### config.mk
export PLATFORM = sky130hd
export DESIGN_NAME = tmds_channel_decoder
export DESIGN_NICKNAME = d
export VERILOG_FILES = /design/src/rtl/tmds_channel_decoder.sv
export SDC_FILE = /design/constraint.sdc
export NUM_CORES = 1
export LEC_CHECK = 0
export ABC_CLOCK_PERIOD_IN_PS = 3650
export BUFFER_PORTS_ARGS = -buffer_cell sky130_fd_sc_hd__buf_4
export CAP_MARGIN = 20
export CORE_AREA = 2 2 164 86
export CTS_CLUSTER_DIAMETER = 200
export DETAILED_ROUTE_END_ITERATION = 12
export DIE_AREA = 0 0 166 88
export PLACE_DENSITY = 0.48
export SKIP_CTS_REPAIR_TIMING = 1
export SYNTH_ARGS = -nofsm -noshare
export SYNTH_HDL_FRONTEND = slang
export SYNTH_SLANG_ARGS = --single-unit
### constraint.sdc
create_clock -name clk_low -period 3.65 [get_ports clk_low]
set_clock_uncertainty 0.15 [all_clocks]
set_input_delay 0.73 -clock clk_low [delete_from_list [all_inputs] [get_ports clk_low]]
set_output_delay 0.73 -clock clk_low [all_outputs]
set_load 0.1 [all_outputs]
### src/rtl/tmds_channel_decoder.sv
// One TMDS receive channel: finds the symbol boundary by searching for control
// tokens, decodes aligned symbols to pixel bytes or control codes, reports lock.
module tmds_channel_decoder #(
    parameter int LOCK_COUNT     = 8,
    parameter int SEARCH_TIMEOUT = 4096
) (
    input  logic       clk_low,
    input  logic       reset,
    input  logic [9:0] tmds_in,
    output logic [7:0] data,
    output logic [1:0] ctrl,
    output logic       de,
    output logic       locked,
    output logic [3:0] offset
);
    localparam int CW = $clog2(SEARCH_TIMEOUT);

    localparam logic [0:0] ST_SEARCH = 1'b0;
    localparam logic [0:0] ST_LOCKED = 1'b1;

    localparam logic [CW-1:0] HIT_LOCK  = CW'(LOCK_COUNT);
    localparam logic [CW-1:0] MISS_LAST = CW'(SEARCH_TIMEOUT - 1);
    localparam logic [CW-1:0] CNT_MAX   = '1;

    logic [9:0]    r_prev;
    logic [9:0]    r_sym;
    logic [3:0]    r_offset;
    logic [0:0]    r_state;
    logic [CW-1:0] r_hit;
    logic [CW-1:0] r_miss;
    logic          r_stale;
    logic [7:0]    r_data;
    logic [1:0]    r_ctrl;
    logic          r_de;

    logic [19:0]   w_window;
    logic [19:0]   w_shifted;
    logic [9:0]    w_aligned;
    logic          w_is_tok;
    logic [1:0]    w_code;
    logic [7:0]    w_d;
    logic [7:0]    w_dec;
    logic [CW-1:0] w_hit_inc;
    logic [CW-1:0] w_miss_inc;
    logic          w_lock_now;
    logic          w_timeout;

    assign w_window  = {tmds_in, r_prev};
    assign w_shifted = w_window >> r_offset;
    assign w_aligned = w_shifted[9:0];

    always_comb begin
        w_is_tok = 1'b1;
        w_code   = 2'b00;
        case (r_sym)
            10'h354: w_code = 2'b00;
            10'h0AB: w_code = 2'b01;
            10'h154: w_code = 2'b10;
            10'h2AB: w_code = 2'b11;
            default: w_is_tok = 1'b0;
        endcase
    end

    always_comb begin
        w_d      = r_sym[9] ? ~r_sym[7:0] : r_sym[7:0];
        w_dec    = '0;
        w_dec[0] = w_d[0];
        for (int unsigned i = 1; i < 8; i++) begin
            w_dec[i] = r_sym[8] ? (w_d[i] ^ w_d[i-1]) : ~(w_d[i] ^ w_d[i-1]);
        end
    end

    assign w_hit_inc  = (r_hit == CNT_MAX) ? r_hit : r_hit + CW'(1);
    assign w_miss_inc = (r_miss == CNT_MAX) ? r_miss : r_miss + CW'(1);
    // The symbol loaded on a slip edge still used the old offset, so it may not count as a hit.
    assign w_lock_now = w_is_tok && !r_stale && (w_hit_inc == HIT_LOCK);
    assign w_timeout  = (w_miss_inc == MISS_LAST);

    always_ff @(posedge clk_low or posedge reset) begin
        if (reset) begin
            r_prev   <= '0;
            r_sym    <= '0;
            r_offset <= '0;
            r_state  <= ST_SEARCH;
            r_hit    <= '0;
            r_miss   <= '0;
            r_stale  <= 1'b0;
            r_data   <= '0;
            r_ctrl   <= '0;
            r_de     <= 1'b0;
        end else begin
            r_prev  <= tmds_in;
            r_sym   <= w_aligned;
            r_stale <= 1'b0;
            case (r_state)
                ST_SEARCH: begin
                    r_data <= '0;
                    r_ctrl <= '0;
                    r_de   <= 1'b0;
                    if (w_lock_now) begin
                        r_state <= ST_LOCKED;
                        r_hit   <= '0;
                        r_miss  <= '0;
                    end else if (w_timeout) begin
                        r_offset <= (r_offset == 4'd9) ? 4'd0 : r_offset + 4'd1;
                        r_hit    <= '0;
                        r_miss   <= '0;
                        r_stale  <= 1'b1;
                    end else begin
                        r_hit  <= (w_is_tok && !r_stale) ? w_hit_inc : '0;
                        r_miss <= w_miss_inc;
                    end
                end
                default: begin
                    if (w_is_tok) begin
                        r_miss <= '0;
                        r_de   <= 1'b0;
                        r_ctrl <= w_code;
                        r_data <= '0;
                    end else if (w_timeout) begin
                        r_state <= ST_SEARCH;
                        r_hit   <= '0;
                        r_miss  <= '0;
                        r_de    <= 1'b0;
                        r_ctrl  <= '0;
                        r_data  <= '0;
                    end else begin
                        r_de   <= 1'b1;
                        r_data <= w_dec;
                        r_miss <= w_miss_inc;
                    end
                end
            endcase
        end
    end

    assign data   = r_data;
    assign ctrl   = r_ctrl;
    assign de     = r_de;
    assign locked = (r_state == ST_LOCKED);
    assign offset = r_offset;

endmodule
==> results of run 1 <==
cell families after synthesis:
logic type | Yosys count | synth area share
AO/OA/AOI/OAI | 82 | 0.152
XOR/XNOR | 18 | 0.0409
adder cells (fa/ha/maj) | 10 | 0.0325
buffers and inverters | 47 | 0.0529
flip-flops | 61 | 0.396
multiplexers | 32 | 0.127
AND/OR/NAND/NOR | 148 | 0.198
synth_stat cells, types with 2 or more instances:
master / instances / area, sq um
dfrtp_1: 61 / 1530
nor2_1: 36 / 135
nand2_1: 33 / 124
inv_1: 20 / 75.1
a21oi_1: 18 / 90.1
clkbuf_1: 16 / 60.1
nand3_1: 16 / 80.1
xnor2_1: 15 / 131
mux2i_1: 14 / 140
mux4_2: 13 / 293
nand4_1: 12 / 75.1
a31oi_1: 10 / 62.6
ha_1: 10 / 125
o21ai_0: 9 / 45.0
nor3_1: 8 / 40.0
a211oi_1: 7 / 52.6
and2_1: 6 / 37.5
and3_1: 6 / 37.5
nor4_1: 6 / 37.5
mux2_2: 5 / 56.3
nor2b_1: 5 / 31.3
o211ai_1: 5 / 37.5
buf_2: 4 / 20.0
a31o_2: 3 / 26.3
a41oi_1: 3 / 26.3
o21a_1: 3 / 22.5
o2bb2ai_1: 3 / 26.3
o311ai_0: 3 / 26.3
xor2_1: 3 / 26.3
and2_2: 2 / 15.0
and4_1: 2 / 17.5
and4_2: 2 / 20.0
buf_1: 2 / 7.51
buf_4: 2 / 15.0
buf_6: 2 / 22.5
nand4b_1: 2 / 17.5
o21ai_1: 2 / 10.0
o22ai_1: 2 / 12.5
or2b_1: 2 / 15.0
or4_1: 2 / 15.0
critical path, stage by stage, from the launching register on:
cell       delay [ns]
dfrtp_1          0.48
ha_1             0.34
nand4_2          0.21
nor4_1           0.60
nor4_1           0.16
nor4_2           0.43
a2111oi_4        0.13
buf_4            0.22
a31o_2           0.28
o2bb2ai_1        0.12
state kept, by name, summed over array words and instances (netlist names):
name,count
ctrl,2
locked,1
data,8
r_hit,12
de,1
offset,4
r_miss,12
r_sym,10
r_prev,10
r_stale,1
report_power, final:
group          switching, uW  total, uW  internal (uW)
clock                    302        860            559
combinational           45.5       87.7           42.3
sequential              12.7        701            688
total                    360       1650           1290
routing by layer:
layer,vias to the layer above,routed length (um),GRT usage
met3,11,605,0.0393
met5,-,0,0
met2,85,3560,0.186
met4,0,110,0.0403
li1,1508,-,-
met1,1521,5660,0.242
layout make-up:
cell class	instances	area [sq um]	share of cell area
clock buffer	11	253	0.0553
clock inverter	4	47.5	0.0104
inverter	21	78.8	0.0173
multi-input combinational	290	2120	0.465
sequential	61	1530	0.334
tap	176	220	0.0482
timing repair buffer	38	318	0.0696
how the worst min path moves through the flow:
| stage | to | slack [ns] | depth (start not counted) |
|---|---|---|---|
| global placement | ctrl[0] | 0.40 | 2 |
| floorplan | r_hit[6] | 0.35 | 2 |
| finish | r_prev[7] | 0.37 | 1 |
| global route | r_prev[5] | 0.37 | 1 |
| detailed placement | ctrl[0] | 0.40 | 2 |
| CTS | r_prev[7] | 0.36 | 1 |
per-stage QoR:
stage	total power, uW	setup slack [ns]
final	1650	0.415
after global routing	1720	0.286
after CTS	1680	0.508
after detailed placement	802	0.516
after global placement	801	0.594
after floorplan	766	0.617
==> results_dict.tcl, run 1 <==
set metrics [dict create \
    status "finished clean" \
    layout_commonest_cell "dfrtp_1" \
    final_nets 443 \
    drive_gt1_frac 0.207 \
    clock_tree.htree_level_count 3 \
    synth.avg_cell_area_sq_um 9.68 \
    syn-num-nets 420 \
    cts_tree "done" \
    die_x_um 166 \
    synth.distinct_cells 63 \
    start_kind "register" \
    max_slew.worst_pin.slew_ns 0.865 \
    grt_pass1_vias 3040 \
    syn_inst 398 \
    tns_ns 0 \
    finalCritPeriodShare 0.886 \
    maxSlewHeadroom 0.424 \
    yosys_warnings 0 \
    die_area_sq_mm 0.0146 \
    final_area_sq_mm 0.00457 \
    async_flop_share 1.00 \
    place_inst 585 \
    period_minus_slack_ns 3.23 \
    post_dp_cell_area_sq_mm 0.00424 \
    antenna_found_initial 0 \
    r2r-end "r_hit[1]" \
    post_drt_wl_per_cell_um 16.5 \
    rsz0062_at_grt "false" \
    ant_nets 0 \
    cp.arrival_ns 3.30 \
    syn_area_sq_mm 0.00385 \
    hold_violations 0 \
    grt_max_degree 33 \
    p_per_area_mw_per_mm2 361 \
    ios 28 \
    r2r-start "r_hit[0]" \
    drt-vias-per-instance 5.20 \
    ys_ff_latch 61 \
    routed_wirelength_um 9930 \
    ir_drop_uv 205 \
    grt_first_pass_wirelength_um 16900 \
    critical_path_required_ns 3.71 \
    grt_overflow 0 \
    startpoint "r_hit[0]" \
    gp_congestion 0.865 \
    setup_viol 0 \
    fmax_mhz 309 \
    p_leak_uw 0.00189 \
    path_class "register to register" \
    synthFlopType "dfrtp_1" \
    root_buffer "clkbuf_16" \
    drc_errors 0 \
    synth_enable_flop_cells 0 \
    drt_iter0_markers 243 \
    rows 30 \
    port_buffers 27 \
    numCtsBuffers 9 \
    reg2reg_depth 9 \
    clockBufferDepth 2 \
    cts_sinks 61 \
    finalNonFillerCells 601 \
    first_pass_iters 8 \
    grt_use_total 0.149 \
    max-cap-violations 0 \
    cp-end-kind "register" \
    final_core_util 0.347 \
    clk_pin_slew_ns 0.05 \
    hpwl_um 7600 \
    final_cell_mix "61 x dfrtp_1, 36 x nor2_1, 36 x buf_4" \
    clock_latency_ns 0.33 \
    worstSetupEndpoint "r_hit[1]" \
    vias 3125 \
    core_area_sq_mm 0.0132 \
    hold_class "input pin to register" \
    start_util 0.292 \
    fin_hold_ws_ns 0.374 \
    fillers 1356 \
    n_antenna_cell 0 \
    cp_max_fo 15 \
    ys_seq_area_frac 0.396 \
    rrSetupSlack_ns 0.42 \
    finalMaxSlewViolations 0 \
    hold_start "tmds_in[7]" \
    syn_to_final_growth_pct 18.5 \
    die_h_um 88 \
]
(Power assumes the default switching activity.)
==> run 2: changes to the inputs <==
ABC_AREA = 1   (was default)
CORE_AREA = 2 2 173 90   (was 2 2 164 86)
DIE_AREA = 0 0 175 92   (was 0 0 166 88)
==> run 2 against run 1 <==
Synthesized area grew 11%. Combinational power down 4.1%. Sequential cell count stayed put. Clock power shrank 5.1%. Die area is 10% higher. Count of clock-buffer cells in the layout unchanged. Sequential power hardly changed. Core utilization is 1.6 points lower. Global-route usage is 0.27 points higher. Non-clock buffer count is 6 lower. First-iteration DRC count increased by 13%. Critical endpoint is now offset[2]. Largest cell class unchanged.
==> results_dict.tcl, run 2 <==
set metrics [dict create \
    r2r-end "offset[2]" \
    fillers 1605 \
    p_per_area_mw_per_mm2 325 \
    fmax_mhz 377 \
    ys_ff_latch 61 \
    synthFlopType "dfrtp_1" \
    root_buffer "clkbuf_16" \
    path_class "register to register" \
    combPwrFrac 0.053 \
    drc_errors 0 \
    syn_area_sq_mm 0.00429 \
    rrSetupSlack_ns 1.0 \
    core_area_sq_mm 0.0149 \
    startpoint "r_hit[0]" \
    synth_common_cells "195 x nand2_1, 77 x nand3_1, 63 x inv_1" \
    ys_seq_area_frac 0.356 \
    final_nets 657 \
    syn_to_final_growth_pct 14.7 \
    synthTopCellsByArea "dfrtp_1 36%, nand2_1 17%, nand3_1 9.0%, inv_1 5.5%, nor2_1 5.0%" \
    max-cap-violations 0 \
    crit_slowest_cell "dfrtp_1" \
    crit_chain "ha_1 -> nand2_1 -> nor2_4 -> nand3_2 -> nand2_1 -> nor2_1 -> nand2_1 -> nor2_2 -> nand3_4 -> nand3_1 -> nand2_1 -> nand2_1" \
    synth_mux_area_frac 0.00701 \
    netlist.area_leader.share 0.356 \
    slowest_delay_ns 0.52 \
    syn_inst 620 \
    swShare 0.239 \
    synth-xor-area-share 0.0306 \
    worstHoldPathCells 1 \
    maxSlewHeadroom 0.392 \
    period_minus_slack_ns 2.65 \
    synth.avg_cell_area_sq_um 6.91 \
    die_x_um 175 \
    drive_gt1_frac 0.117 \
    antenna_found_initial 0 \
    hold_violations 0 \
    clock_latency_ns 0.34 \
    power_frac_clock 0.510 \
    final-seq-area_sq_mm 0.00153 \
    grt_first_pass_wirelength_um 19500 \
    synth.distinct_cells 34 \
    clock_tree.htree_level_count 3 \
    drt_iter0_markers 274 \
    syn-num-nets 642 \
    async_flop_share 1.00 \
    status "finished clean" \
    cts_sinks 61 \
    numCtsBuffers 9 \
    grt_max_degree 41 \
    power.switching_uw 382 \
    synth_adder_area_share 0.0292 \
    final_cell_mix "195 x nand2_1, 77 x nand3_1, 62 x inv_1" \
    intPower_uw 1220 \
    die_area_sq_mm 0.0161 \
    first_pass_iters 4 \
    cp.arrival_ns 2.72 \
    fin_hold_ws_ns 0.360 \
    grt_use_total 0.152 \
    p_leak_uw 0.00247 \
    ant_nets 0 \
    setup_viol 0 \
    ios 28 \
    pwr-share-seq 0.437 \
    synth_enable_flop_cells 0 \
    post_drt_wl_per_cell_um 13.7 \
    finalCritPeriodShare 0.727 \
    n_antenna_cell 0 \
    finalMaxSlewViolations 0 \
    layout_commonest_cell "nand2_1" \
    start_kind "register" \
    cp_common_cell "nand2_1" \
    routed_wirelength_um 11600 \
    synth-simple-area-share 0.416 \
    multi_input_area_sq_mm 0.00235 \
    final_area_sq_mm 0.00492 \
    synth_compound_area_frac 0.0660 \
    die_h_um 92 \
    rsz0062_at_grt "false" \
    synth.largest_area_cell "dfrtp_1" \
    critical_path_required_ns 3.71 \
    cp-end-kind "register" \
    post_dp_cell_area_sq_mm 0.00463 \
    yosys_warnings 0 \
    hpwl_um 8780 \
    rows 32 \
    grt_overflow 0 \
    reg2reg_depth 12 \
    clockBufferDepth 2 \
    r2r-start "r_hit[0]" \
    tns_ns 0 \
    start_util 0.289 \
    port_buffers 27 \
    ir_drop_uv 182 \
    worstSetupEndpoint "offset[2]" \
    max_slew.worst_pin.slew_ns 0.911 \
    reg_top3 "r_hit (12), r_miss (12)" \
    gp_congestion 0.829 \
    clk_pin_slew_ns 0.06 \
    synth_top_family_by_area "simple AND/OR/NAND/NOR gates" \
    hold_class "input pin to register" \
    cp_max_fo 18 \
    drt-vias-per-instance 4.78 \
    grt_pass1_vias 3730 \
    cts_tree "done" \
    vias 4034 \
    synth.most_common_cell "nand2_1" \
]
-- run 2: worst max-delay path: cells and delay by family (launching register included) --
kind	cells	cell delay (ns)
fa+ha+maj	1	0.24
flops	1	0.52
simple gates	11	1.61
-- run 2: per-stage QoR --
stage          total power, uW  utilization  cells  setup WS [ns]
2_1_floorplan              762            -    620           1.14
6_report                  1600        0.331    844          0.995
4_1_cts                   1610        0.331    844           1.01
3_5_place_dp               795        0.312    828           1.05
3_3_place_gp               796        0.312    828           1.09
5_1_grt                   1660        0.331    844          0.707
-- run 2: cell type report --
type	instances	area share
Clock buffer	11	0.0514
Clock inverter	5	0.00713
Inverter	68	0.0519
Multi-Input combinational cell	463	0.478
Sequential cell	61	0.311
Tap cell	204	0.0519
Timing Repair Buffer	32	0.0489
-- run 2: routing by layer --
metal	track usage	part of all wire	up-vias
li1	-	-	2045
met1	0.250	0.59	1900
met2	0.193	0.37	73
met3	0.0328	0.039	16
met4	0.0340	0.0077	0
met5	0	0	-
-- run 2: logic make-up after synthesis --
logic type	count (synthesis)
and+or+nand+nor	387
AOI/OAI and AO/OA	48
buffers and inverters	96
DFF	61
adders and majority gates	10
muxes	3
xor gates and xnor gates	15
-- run 2: power groups by stage --
stage	logic, uW	registers (uW)	clock network, uW
2_1_floorplan	56.4	706	0
3_3_place_gp	85.4	711	0
3_5_place_dp	84.8	711	0
4_1_cts	85.5	699	829
5_1_grt	96.7	700	858
6_report	84.1	699	816
-- run 2: worst min path at each step --
stage / from / to / slack (ns)
floorplan: r_hit[4] / r_hit[4] / 0.35
global placement: ctrl[0] / ctrl[0] / 0.40
detailed placement: ctrl[0] / ctrl[0] / 0.40
finish: tmds_in[8] / r_prev[8] / 0.36
global route: tmds_in[8] / r_prev[8] / 0.35
CTS: tmds_in[8] / r_prev[8] / 0.35
